`src/rtl/uart_pkg.sv`:
```
// Shared UART definitions: feeder FSM states and the default byte width.
package uart_pkg;

    localparam int UART_DATA_W = 8;

    typedef enum logic [1:0] {
        IDLE  = 2'd0,
        WAIT  = 2'd1,
        CLEAR = 2'd2
    } tx_feed_state_t;

endpackage

```
`src/rtl/uart_tx_feeder_if.sv`:
```
// Host write port and transmitter handshake of the UART TX feeder.
interface uart_tx_feeder_if #(
    parameter int DATA_W = 8,
    parameter int DEPTH  = 16
);
    localparam int ADDR_W = $clog2(DEPTH);

    logic              wr_en;
    logic [DATA_W-1:0] wr_data;
    logic              full;
    logic              empty;
    logic [ADDR_W:0]   level;
    logic              overflow;
    logic [DATA_W-1:0] dintx;
    logic              send;
    logic              donetx;
    logic              busy;

    // Feeder side.
    modport slave (
        input  wr_en, wr_data, donetx,
        output full, empty, level, overflow, dintx, send, busy
    );

    // Host / transmitter side.
    modport master (
        output wr_en, wr_data, donetx,
        input  full, empty, level, overflow, dintx, send, busy
    );
endinterface

```
`src/rtl/uart_sync_fifo.sv`:
```
// Single-clock circular FIFO. The caller must only write when !full or while
// popping in the same cycle, and only pop when !empty.
module uart_sync_fifo #(
    parameter int DATA_W = 8,
    parameter int DEPTH  = 16
) (
    input  logic                      clk,
    input  logic                      rst,
    input  logic                      wr_en,
    input  logic [DATA_W-1:0]         wr_data,
    input  logic                      rd_en,
    output logic [DATA_W-1:0]         rd_data,
    output logic                      full,
    output logic                      empty,
    output logic [$clog2(DEPTH):0]    level
);
    localparam int ADDR_W = $clog2(DEPTH);
    localparam logic [ADDR_W:0] FULL_LVL = (ADDR_W+1)'(DEPTH);

    logic [DATA_W-1:0] mem [DEPTH];
    logic [ADDR_W-1:0] wr_ptr;
    logic [ADDR_W-1:0] rd_ptr;

    // Storage: no reset needed, occupancy tracking decides what is valid.
    always_ff @(posedge clk) begin
        if (wr_en) mem[wr_ptr] <= wr_data;
    end

    // Pointers wrap naturally at DEPTH; empty is registered off the count, so a
    // freshly written byte sits one cycle before it is offered for popping.
    always_ff @(posedge clk) begin
        if (rst) begin
            wr_ptr <= '0;
            rd_ptr <= '0;
            level  <= '0;
            empty  <= 1'b1;
        end else begin
            if (wr_en) wr_ptr <= wr_ptr + ADDR_W'(1);
            if (rd_en) rd_ptr <= rd_ptr + ADDR_W'(1);
            case ({wr_en, rd_en})
                2'b10:   level <= level + 1'b1;
                2'b01:   level <= level - 1'b1;
                default: level <= level;
            endcase
            empty <= (level == '0);
        end
    end

    assign full    = (level == FULL_LVL);
    assign rd_data = mem[rd_ptr];

endmodule

```
`src/rtl/uart_tx_feeder.sv`:
```
// Buffers host bytes and hands them to the UART transmitter one at a time,
// pacing on donetx so no byte is lost or sent twice across the rate gap.
module uart_tx_feeder
    import uart_pkg::*;
#(
    parameter int DATA_W = UART_DATA_W,
    parameter int DEPTH  = 16
) (
    input  logic            clk,
    input  logic            rst,
    uart_tx_feeder_if.slave bus
);
    localparam int ADDR_W = $clog2(DEPTH);

    tx_feed_state_t    state, state_nx;
    logic              done_q;
    logic              rise;
    logic              pop;
    logic              wr_ok;
    logic              fifo_full;
    logic              fifo_empty;
    logic [ADDR_W:0]   fifo_level;
    logic [DATA_W-1:0] head;
    logic [DATA_W-1:0] dintx_q;
    logic              overflow_q;
    logic              send_c;
    logic              busy_c;

    assign rise  = bus.donetx && !done_q;
    assign pop   = (state == IDLE) && !fifo_empty;
    // A full FIFO still takes a byte when a pop frees a slot on the same edge.
    assign wr_ok = bus.wr_en && (!fifo_full || pop);

    uart_sync_fifo #(.DATA_W(DATA_W), .DEPTH(DEPTH)) u_fifo (
        .clk     (clk),
        .rst     (rst),
        .wr_en   (wr_ok),
        .wr_data (bus.wr_data),
        .rd_en   (pop),
        .rd_data (head),
        .full    (fifo_full),
        .empty   (fifo_empty),
        .level   (fifo_level)
    );

    // State register and donetx edge-detect flop.
    always_ff @(posedge clk) begin
        if (rst) begin
            state  <= IDLE;
            done_q <= 1'b0;
        end else begin
            state  <= state_nx;
            done_q <= bus.donetx;
        end
    end

    // Next state: send drops on the donetx rise, and we wait for donetx to fall
    // so the next request cannot be mistaken for the previous completion.
    always_comb begin
        state_nx = state;
        send_c   = 1'b0;
        busy_c   = 1'b1;
        case (state)
            IDLE: begin
                busy_c = 1'b0;
                if (!fifo_empty) state_nx = WAIT;
            end
            WAIT: begin
                send_c = 1'b1;
                if (rise) state_nx = CLEAR;
            end
            CLEAR: begin
                if (!bus.donetx) state_nx = IDLE;
            end
            default: state_nx = IDLE;
        endcase
    end

    // Output byte latched at pop; held after completion.
    always_ff @(posedge clk) begin
        if (rst)      dintx_q <= '0;
        else if (pop) dintx_q <= head;
    end

    // Sticky flag for refused host writes.
    always_ff @(posedge clk) begin
        if (rst)                         overflow_q <= 1'b0;
        else if (bus.wr_en && !wr_ok)    overflow_q <= 1'b1;
    end

    assign bus.full     = fifo_full;
    assign bus.empty    = fifo_empty;
    assign bus.level    = fifo_level;
    assign bus.overflow = overflow_q;
    assign bus.dintx    = dintx_q;
    assign bus.send     = send_c;
    assign bus.busy     = busy_c;

endmodule

```
`src/flat_wrapper.sv`:
```
// flat-port wrapper written by rule: the top's interface ports become plain ports
module uart_tx_feeder_flat import uart_pkg::*;
#(
    parameter int DATA_W = UART_DATA_W,
    parameter int DEPTH  = 16
)
  (clk, rst, bus_wr_en, bus_wr_data, bus_donetx, bus_full, bus_empty, bus_level, bus_overflow, bus_dintx, bus_send, bus_busy);
  uart_tx_feeder_if #(.DATA_W(DATA_W), .DEPTH(DEPTH)) bus_i ();
  input  logic clk;
  input  logic rst;
  input wire logic [$bits(bus_i.wr_en)-1:0] bus_wr_en;
  input wire logic [$bits(bus_i.wr_data)-1:0] bus_wr_data;
  input wire logic [$bits(bus_i.donetx)-1:0] bus_donetx;
  output wire logic [$bits(bus_i.full)-1:0] bus_full;
  output wire logic [$bits(bus_i.empty)-1:0] bus_empty;
  output wire logic [$bits(bus_i.level)-1:0] bus_level;
  output wire logic [$bits(bus_i.overflow)-1:0] bus_overflow;
  output wire logic [$bits(bus_i.dintx)-1:0] bus_dintx;
  output wire logic [$bits(bus_i.send)-1:0] bus_send;
  output wire logic [$bits(bus_i.busy)-1:0] bus_busy;
  assign bus_i.wr_en = bus_wr_en;
  assign bus_i.wr_data = bus_wr_data;
  assign bus_i.donetx = bus_donetx;
  assign bus_full = bus_i.full;
  assign bus_empty = bus_i.empty;
  assign bus_level = bus_i.level;
  assign bus_overflow = bus_i.overflow;
  assign bus_dintx = bus_i.dintx;
  assign bus_send = bus_i.send;
  assign bus_busy = bus_i.busy;
  uart_tx_feeder #(.DATA_W(DATA_W), .DEPTH(DEPTH)) u_core (.clk(clk), .rst(rst), .bus(bus_i));
endmodule
```
`config.mk`:
```
export PLATFORM = sky130hd
export DESIGN_NAME = uart_tx_feeder_flat
export DESIGN_NICKNAME = d
export VERILOG_FILES = /design/src/rtl/uart_pkg.sv /design/src/rtl/uart_tx_feeder_if.sv /design/src/rtl/uart_sync_fifo.sv /design/src/rtl/uart_tx_feeder.sv /design/src/flat_wrapper.sv
export SDC_FILE = /design/constraint.sdc
export NUM_CORES = 1
export LEC_CHECK = 0
export ABC_AREA = 1
export BUFFER_PORTS_ARGS = -buffer_cell sky130_fd_sc_hd__clkbuf_2
export CAP_MARGIN = 10
export CELL_PAD_IN_SITES_DETAIL_PLACEMENT = 0
export CELL_PAD_IN_SITES_GLOBAL_PLACEMENT = 1
export CORE_ASPECT_RATIO = 1.25
export CORE_UTILIZATION = 45
export CTS_BUF_LIST = sky130_fd_sc_hd__clkbuf_2 sky130_fd_sc_hd__clkbuf_4 sky130_fd_sc_hd__clkbuf_8
export CTS_CLUSTER_SIZE = 8
export DETAILED_ROUTE_END_ITERATION = 10
export GPL_TIMING_DRIVEN = 1
export PLACE_DENSITY = 0.89
export SLEW_MARGIN = 10
export SYNTH_ARGS = -nofsm -noshare
export SYNTH_HDL_FRONTEND = slang
export SYNTH_SLANG_ARGS = --single-unit
```
`constraint.sdc`:
```
create_clock -name clk -period 1.76 [get_ports clk]
set_input_delay 0.352 -clock clk [delete_from_list [all_inputs] [get_ports clk]]
set_output_delay 0.352 -clock clk [all_outputs]
set_load 0.02 [all_outputs]
```
# == Yosys cells after proc, flatten, opt, wreduce, memory -nomap -nowiden ==
# Memory sizes are Yosys's and may differ from the RTL's. A register that Yosys moved wholly into a read port is not among the register bits.
# Index checks and enable logic that the tools add are counted.
# word_totals
regBits,18
ramBits,128
inputBits,12
output_inout_bits,18
word_cells,42
n_memories,1
# classes
n_addsub,4
n_eq_ne,8
n_mux,9
reduce_logical,13
# mem_list
name,words,width,read_ports,rd_ports_with_merged_regs,write_ports,line_no,source
u_core.u_fifo.mem,16,8,1,1,1,uart_sync_fifo.sv:20,logic [DATA_W-1:0] mem [DEPTH];
# ops
operator,count
one-hot mux 5 bit (2 select lines),1
"adder 4 x 1 -> 4 bit, second input constant",2
2-to-1 mux 2 bit,3
one-hot mux 2 bit (3 select lines),1
"adder 5 x 1 -> 5 bit, second input constant",1
"== test 5 bit, second input constant",1
zero test 5 bit,1
"subtractor 5 x 1 -> 5 bit, second input constant",1
"== test 2 x 1 -> 1 bit, second input constant",2
"== test 2 bit, second input constant",2
logical AND 1 bit,4
zero test 1 bit,4
2-to-1 mux 1 bit,4
"inequality test 2 bit, second input constant",2
AND reduction 3 bit,1
zero test 2 bit,1
"inequality test 2 x 1 -> 1 bit, second input constant",1
nonzero test 2 bit,1
logical OR 1 bit,1

# == Depth between registers and ports, before layout ==
# Gate-level depths: netlist of run 1.
# depth
word_depth,6
ltp_mapped,12
depth_no_buf,12

# == Cells and area by module ==
# Synthesis of run 1 repeated with hierarchy kept, for this count alone.
# hier_totals
hier_cells,593
area_unflattened_um2,6625.1
# modules_own_cells
module,instances,cells_per_inst,area_each_um2,seq_area_each_um2
uart_sync_fifo,1,536,6172.2,4204.0
uart_tx_feeder,1,57,452.9,240.2

# == Least setup slack after synthesis of run 1 ==
# OpenSTA, ideal clock, no wires.
# synth_path
path_type,reg2reg
from,register u_core.u_fifo.level[1]
to,memory u_core.u_fifo.mem[10][0] (enable)
setup_time_ns,0.370
t_arrival_ns,1.463
required_ns,1.390
slack_ns,-0.073
path_stages_with_launch,7
n_path_buf,0
synth_period_minus_slack_ns,1.833
path_cell_list,dfxtp_1 > inv_1 > nand4_1 > nor2_2 > nor2_4 > nand2_1 > nor2_1
# synth_via
elab_chain_cells,6
# synth_lines
item,line_no,source
"start, declared",uart_sync_fifo.sv:15,output logic [$clog2(DEPTH):0] level
"start signal, assigned",uart_sync_fifo.sv:41,2'b10: level <= level + 1'b1;
"start signal, assigned",uart_sync_fifo.sv:42,2'b01: level <= level - 1'b1;
"start signal, assigned",uart_sync_fifo.sv:43,default: level <= level;
== test 5 bit,uart_sync_fifo.sv:49,assign full = (level == FULL_LVL);
zero test 1 bit,uart_tx_feeder.sv:32,assign wr_ok = bus.wr_en && (!fifo_full || pop);
logical OR 1 bit,uart_tx_feeder.sv:32,
logical AND 1 bit,uart_tx_feeder.sv:32,
2-to-1 mux 1 bit,uart_sync_fifo.sv:26,if (wr_en) mem[wr_ptr] <= wr_data;
2-to-1 mux 1 bit (implied by the code),uart_sync_fifo.sv:26,
"end, declared",uart_sync_fifo.sv:20,
# No other way between the ends.

# == Worst setup path in the final report of run 1 ==
# layout_path
from,register u_core.state[0]
to,memory u_core.u_fifo.mem[3][5] (enable)
# layout_via
elab_chain_cells,6
# layout_lines
item,line_no,source
"start, declared",uart_tx_feeder.sv:15,"tx_feed_state_t state, state_nx;"
"start signal, assigned",uart_tx_feeder.sv:52,state <= state_nx;
zero test 2 bit,uart_tx_feeder.sv:30,assign pop = (state == IDLE) && !fifo_empty;
logical AND 1 bit,uart_tx_feeder.sv:30,
logical OR 1 bit,uart_tx_feeder.sv:32,
logical AND 1 bit,uart_tx_feeder.sv:32,
2-to-1 mux 1 bit,uart_sync_fifo.sv:26,
2-to-1 mux 1 bit (implied by the code),uart_sync_fifo.sv:26,
# No other way between the ends.

==> metrics.csv, run 1 <==
metric,value,unit
Synth Register Bits,154,
Hold Crit Class,in2reg,
Root Buffer,clkbuf_8,
most frequent cells in the layout,"nand2_1, edfxtp_1, nand3_1",
Clock Tree Buf Depth,2,
outcome,"complete, no violations",
hold bufs inserted after CTS,0,
H-tree level count,4,
max-cap violation count,0,
syn_nets,709,
DRT antenna net count,0,
largest net degree at the start of global routing,67,
Via density,5.07,
total CTS buffers,17,
final worst path period need,1730,ps
P&R area growth vs syn,13.2,%
crit path max fanout,8,
WL/cell,16.0,microns
Worst Setup End Kind,flip-flop,
Mapped Avg Cell Area,9.82,sq um
non-filler instance count after layout,929,
DR iter-0 viols,364,
detailed placement HPWL,9860,microns
Final GP Congestion,0.884,
FMAX,0.577,GHz
Total Routed Length,14900,microns
worst skew pair latency,440,ps
critical path class,reg2reg,
clock sink total,154,
fillcell total,1213,
Syn Inst Count,688,
Fin. Hold Viols,0,
Synth Cell Area,6750,sq um
Placed Cells,896,
nets,759,
"commonest non-fill, non-tap cell in the layout",nand2_1,
vias in the first global route,4782,
"Clk pin slew, worst setup/hold paths",80,ps
Worst Hold Slack,142,ps
TritonCTS clock tree,built,
crit path launch type,flip-flop,
fin. max-slew vios,0,
Power per Cell Area,1370,nW/um^2
Max VDD drop,0.000847,V
Vias,4709,
die height,139,microns
Std-Cell Rows,49,
Tcrit/Tclk final,98.5,%
Final Skew,16.0,ps
die width,112,microns
yosys warns,0,
GRT Overall Usage,20.7,%
Core Box Area,14500,sq um
number of placed I/O pins,30,
area of the die,15500,sq um
Synth cell types,27,
static leakage,0.00330,uW
Buffers on Ports,29,
initial antenna violation count,0,
sequential fraction of the synthesis area,64.6,%
Starting Density,46.5,%
crit path DAT,1890,ps
layout cells sized above 1,16.0,%
grt ovf,0,
actual slew at the worst max-slew pin,471,ps
setup violators final,0,
Worst Path Required,1920,ps
RSZ-0062 raised after global routing,yes,
antenna diode count,0,
first-pass GRT wire length,24100,microns
max_slew headroom,68.6,%
router iterations before antenna repair,5,
DRC violations left,0,
## state kept, by name, summed over array words and instances (netlist names)
register              flops
u_core.u_fifo.mem       128
u_core.bus.dintx          8
u_core.u_fifo.level       5
u_core.u_fifo.rd_ptr      4
u_core.u_fifo.wr_ptr      4
u_core.state              2
u_core.bus.overflow       1
u_core.done_q             1
u_core.u_fifo.empty       1
## kinds of logic after synthesis
| logic type | count (synthesis) | synth area share, % |
|---|---|---|
| simple gates | 375 | 23.4 |
| flops | 154 | 64.6 |
| fa+ha+maj | 9 | 1.78 |
| compound gates | 25 | 1.91 |
| xor+xnor | 2 | 0.259 |
| buf+inv | 123 | 8.04 |
## through the flow
stage	setup slack [ps]	setup TNS, ps	util [%]	power [uW]	instance area, sq um
after floorplan	-72.7	-6980	-	6910	6760
after global placement	39.4	0	49.6	7810	7200
after detailed placement	-25.1	-235	49.6	7890	7200
after CTS	-34.8	-718	52.3	10500	7600
after global routing	-57.1	-2200	52.6	11100	7640
final	27.0	0	52.6	10500	7640
## cell usage after synthesis (all sizes together)
cell type / n / area [sq um]
fa: 1 / 20.0
xnor2: 1 / 8.76
nand4: 1 / 6.26
a21oi: 15 / 75.1
buf: 24 / 171
ha: 8 / 100
clkbuf: 5 / 18.8
clkinv: 1 / 3.75
inv: 93 / 349
edfxtp: 128 / 3840
or2: 1 / 6.26
xor2: 1 / 8.76
nor3: 1 / 5.00
dfxtp: 26 / 521
nand3: 100 / 500
nor4: 1 / 6.26
o21ai: 10 / 53.8
nor2: 48 / 198
nand2: 223 / 857
## worst max-delay path, stage by stage (launching register included)
cell and delay, ps:
dfxtp_1 310, inv_2 60, nand2_2 70, nor2_4 110, buf_4 150, nor2_2 60, nor2_4 190, buf_6 140
nand2_4 80, nor2_2 140, buf_12 150
## worst paths after layout
kind | start | to | slack [ps] | depth (start not counted)
worst max-delay path | u_core.state[0]$_SDFFE_PP0P_ | u_core.u_fifo.mem[3][5]$_DFFE_PP_ | 30 | 10
worst min-delay path | bus_donetx | u_core.done_q$_SDFF_PP0_ | 140 | 3
worst max register to register | u_core.state[0]$_SDFFE_PP0P_ | u_core.u_fifo.mem[3][5]$_DFFE_PP_ | 30 | 10
worst min register to register | u_core.bus.overflow$_SDFFE_PP0P_ | u_core.bus.overflow$_SDFFE_PP0P_ | 510 | 2
## what timing repair did
action | CTS | global route
setup buffers | 0 | 1
endpoints found under the setup margin | 24 | 108
cloned | 0 | 0
gates resized for setup | 0 | 14
pin swaps | 0 | 2
## where the power goes
group	internal (uW)	switching, uW	total (uW)
sequential	4220	192	4420
clock	1300	1300	2600
combinational	1130	2320	3450
total	6650	3810	10500
## final cells by class
class / instances / area (sq um) / area share (%)
sequential: 154 / 4370 / 57.1
multi-input combinational: 411 / 1880 / 24.6
timing repair buffer: 60 / 429 / 5.61
inverter: 94 / 353 / 4.62
clock buffer: 19 / 249 / 3.26
tap: 178 / 223 / 2.91
clock inverter: 13 / 143 / 1.87
## routing by layer
metal	up-vias	share of wire [%]	track usage, %
met2	123	52	36.2
met1	2217	40	24.1
met3	41	3.7	3.37
li1	2328	-	-
met5	-	0	0
met4	0	4.1	11.8
Power figures use the tool's default switching activity.
==> run 2: changes to the inputs <==
==> constraint.sdc (replaced) <==
create_clock -name clk -period 1.76 [get_ports clk]
set_input_delay 0.088 -clock clk [delete_from_list [all_inputs] [get_ports clk]]
set_output_delay 0.088 -clock clk [all_outputs]
set_load 0.02 [all_outputs]
==> run 2 against run 1 <==
Effect of this change: global-route usage increased by 0.17 points; critical path type unchanged; highest routed layer unchanged; setup slack improved by 15 ps; sequential power about the same; largest power group unchanged; critical path depth decreased by 2; total power increased by 2.1%; first-iteration DRC count decreased by 6.3%; sequential share of layout area decreased by 0.065 points.
==> metrics.csv, run 2 (synthesis results as in run 1) <==
metric,value,unit,change
outcome,"complete, no violations",,
Tcrit/Tclk final,97.6,%,-0.86 points
dpl ws,-18.7,ps,+6.37 ps
nets,755,,-0.53%
clock sink total,154,,unchanged
DR iter-0 viols,341,,-6.3%
Worst Path Required,1860,ps,-60 ps
Worst Setup SP,u_core.state[0]$_SDFFE_PP0P_,,
FMAX,0.582,GHz,+0.88%
initial antenna violation count,0,,unchanged
TritonCTS clock tree,built,,
Buffers on Ports,29,,unchanged
Final WS setup,42.1,ps,+15.1 ps
Post-Layout Inst Area,7650,sq um,+0.11%
max-cap violation count,0,,unchanged
total negative slack,0,ps,unchanged
max_slew headroom,59.0,%,-9.6 points
GRT Overall Usage,20.9,%,+0.17 points
CP max-delay cell,nor2_2,,
Via density,5.12,,+0.94%
"commonest non-fill, non-tap cell in the layout",nand2_1,,
worst skew pair latency,450,ps,about the same
Vias,4733,,+0.51%
Fin. Hold Viols,0,,unchanged
critical path class,reg2reg,,
detailed placement HPWL,9870,microns,+0.15%
crit path launch type,flip-flop,,
Max VDD drop,0.000778,V,-8.2%
DRC violations left,0,,unchanged
crit path max fanout,8,,unchanged
DRT antenna net count,0,,unchanged
"Cell Chain, Critical Path",inv_2 > nand2_2 > nor2_4 > buf_4 > nor2_2 > nor2_4 > nand2_4 > nor2_2,,
"Largest stage delay, worst path",320,ps,about the same
Root Buffer,clkbuf_8,,
fillcell total,1240,,+2.2%
total CTS buffers,17,,unchanged
antenna diode count,0,,unchanged
setup violators final,0,,unchanged
grt ovf,0,,unchanged
area of the die,15500,sq um,unchanged
multi-input logic area,1870,sq um,-0.73%
Final Skew,20.6,ps,+4.52 ps
Clock Tree Buf Depth,2,,unchanged
"Clk pin slew, worst setup/hold paths",80,ps,about the same
Worst Setup End Kind,flip-flop,,
most frequent cells in the layout,"nand2_1, edfxtp_1, nand3_1",,
H-tree level count,4,,unchanged
crit path DAT,1820,ps,-70 ps
static leakage,0.00330,uW,about the same
Total Routed Length,15000,microns,+0.61%
Std-Cell Rows,49,,unchanged
Placed Cells,890,,-0.67%
FF-to-FF Start,u_core.state[0]$_SDFFE_PP0P_,,
die width,112,microns,unchanged
RSZ-0062 raised after global routing,yes,,
max reg flops,128,,unchanged
first-pass GRT wire length,24300,microns,+0.68%
layout cells sized above 1,15.0,%,-0.99 points
WL/cell,16.2,microns,+1.0%
vias in the first global route,4762,,-0.42%
Starting Density,46.5,%,unchanged
Worst path top cell family by delay,simple AND/OR/NAND/NOR gates,,
Hold Crit Class,in2reg,,
P&R area growth vs syn,13.3,%,
fin. max-slew vios,0,,unchanged
router iterations before antenna repair,5,,unchanged
Core Box Area,14500,sq um,unchanged
Top reg by flops,u_core.u_fifo.mem,,
CP Buf/Inv Count,2,,-2
die height,139,microns,unchanged
Area after DPL,7170,sq um,-0.45%
largest net degree at the start of global routing,66,,-1.5%
non-filler instance count after layout,925,,-0.43%
number of placed I/O pins,30,,unchanged
final worst path period need,1720,ps,-15.1 ps
actual slew at the worst max-slew pin,614,ps,+143 ps
Power per Cell Area,1400,nW/um^2,+2.0%
Final GP Congestion,0.927,,+4.9%
FF+latch area,4370,sq um,unchanged
HP Start,rst,,
## run 2: layer usage
metal / vias to the layer above / share of wire [%] / track usage [%]
met4: 0 / 2.2 / 8.53
met3: 23 / 4.5 / 3.54
li1: 2318 / - / -
met1: 2254 / 39 / 23.8
met5: - / 0 / 0
met2: 138 / 55 / 38.5
## run 2: cell type report
class / instances / area share (%)
clock inverter: 11 / 2.22
multi-input combinational: 411 / 24.4
clock buffer: 21 / 3.53
inverter: 94 / 4.61
tap: 178 / 2.91
timing repair buffer: 56 / 5.26
sequential: 154 / 57.1
## run 2: stage by stage
| stage | hold slack (ps) | utilization (%) | total power [uW] |
|---|---|---|---|
| final | 91.9 | 52.7 | 10700 |
| after global routing | 112 | 52.7 | 11300 |
| after global placement | 317 | 49.4 | 7790 |
| after floorplan | 187 | - | 6910 |
| after detailed placement | 329 | 49.4 | 7860 |
| after CTS | 61.7 | 52.6 | 10700 |
## run 2: final timing paths
check | end | slack [ps] | depth (start not counted)
setup / recovery | u_core.u_fifo.mem[15][0]$_DFFE_PP_ | 40 | 8
hold / removal | u_core.state[1]$_SDFFE_PP0P_ | 90 | 2
setup reg to reg | u_core.u_fifo.mem[15][0]$_DFFE_PP_ | 40 | 8
hold reg to reg | u_core.bus.overflow$_SDFFE_PP0P_ | 510 | 2
## run 2: power by group
part / internal, uW / leakage (uW) / switching (uW)
clock: 1640 / 0.000225 / 1260
sequential: 4220 / 0.00137 / 173
combinational: 1070 / 0.00171 / 2320
total: 6930 / 0.00330 / 3750
## run 2: repair_timing
item / 4_1_cts / 5_1_grt
setup endpoints to repair: 36 / 109
hold endpoints to repair: 3 / 0
hold buffers: 2 / 0
buffers inserted: 0 / 1
gates resized for setup: 3 / 3
## run 2: worst register-to-register path, delay by kind of cell (launching register included)
kind / cells / cell delay [ps]
buffers and inverters: 2 / 200
AND/OR/NAND/NOR: 6 / 870
flip-flops: 1 / 310
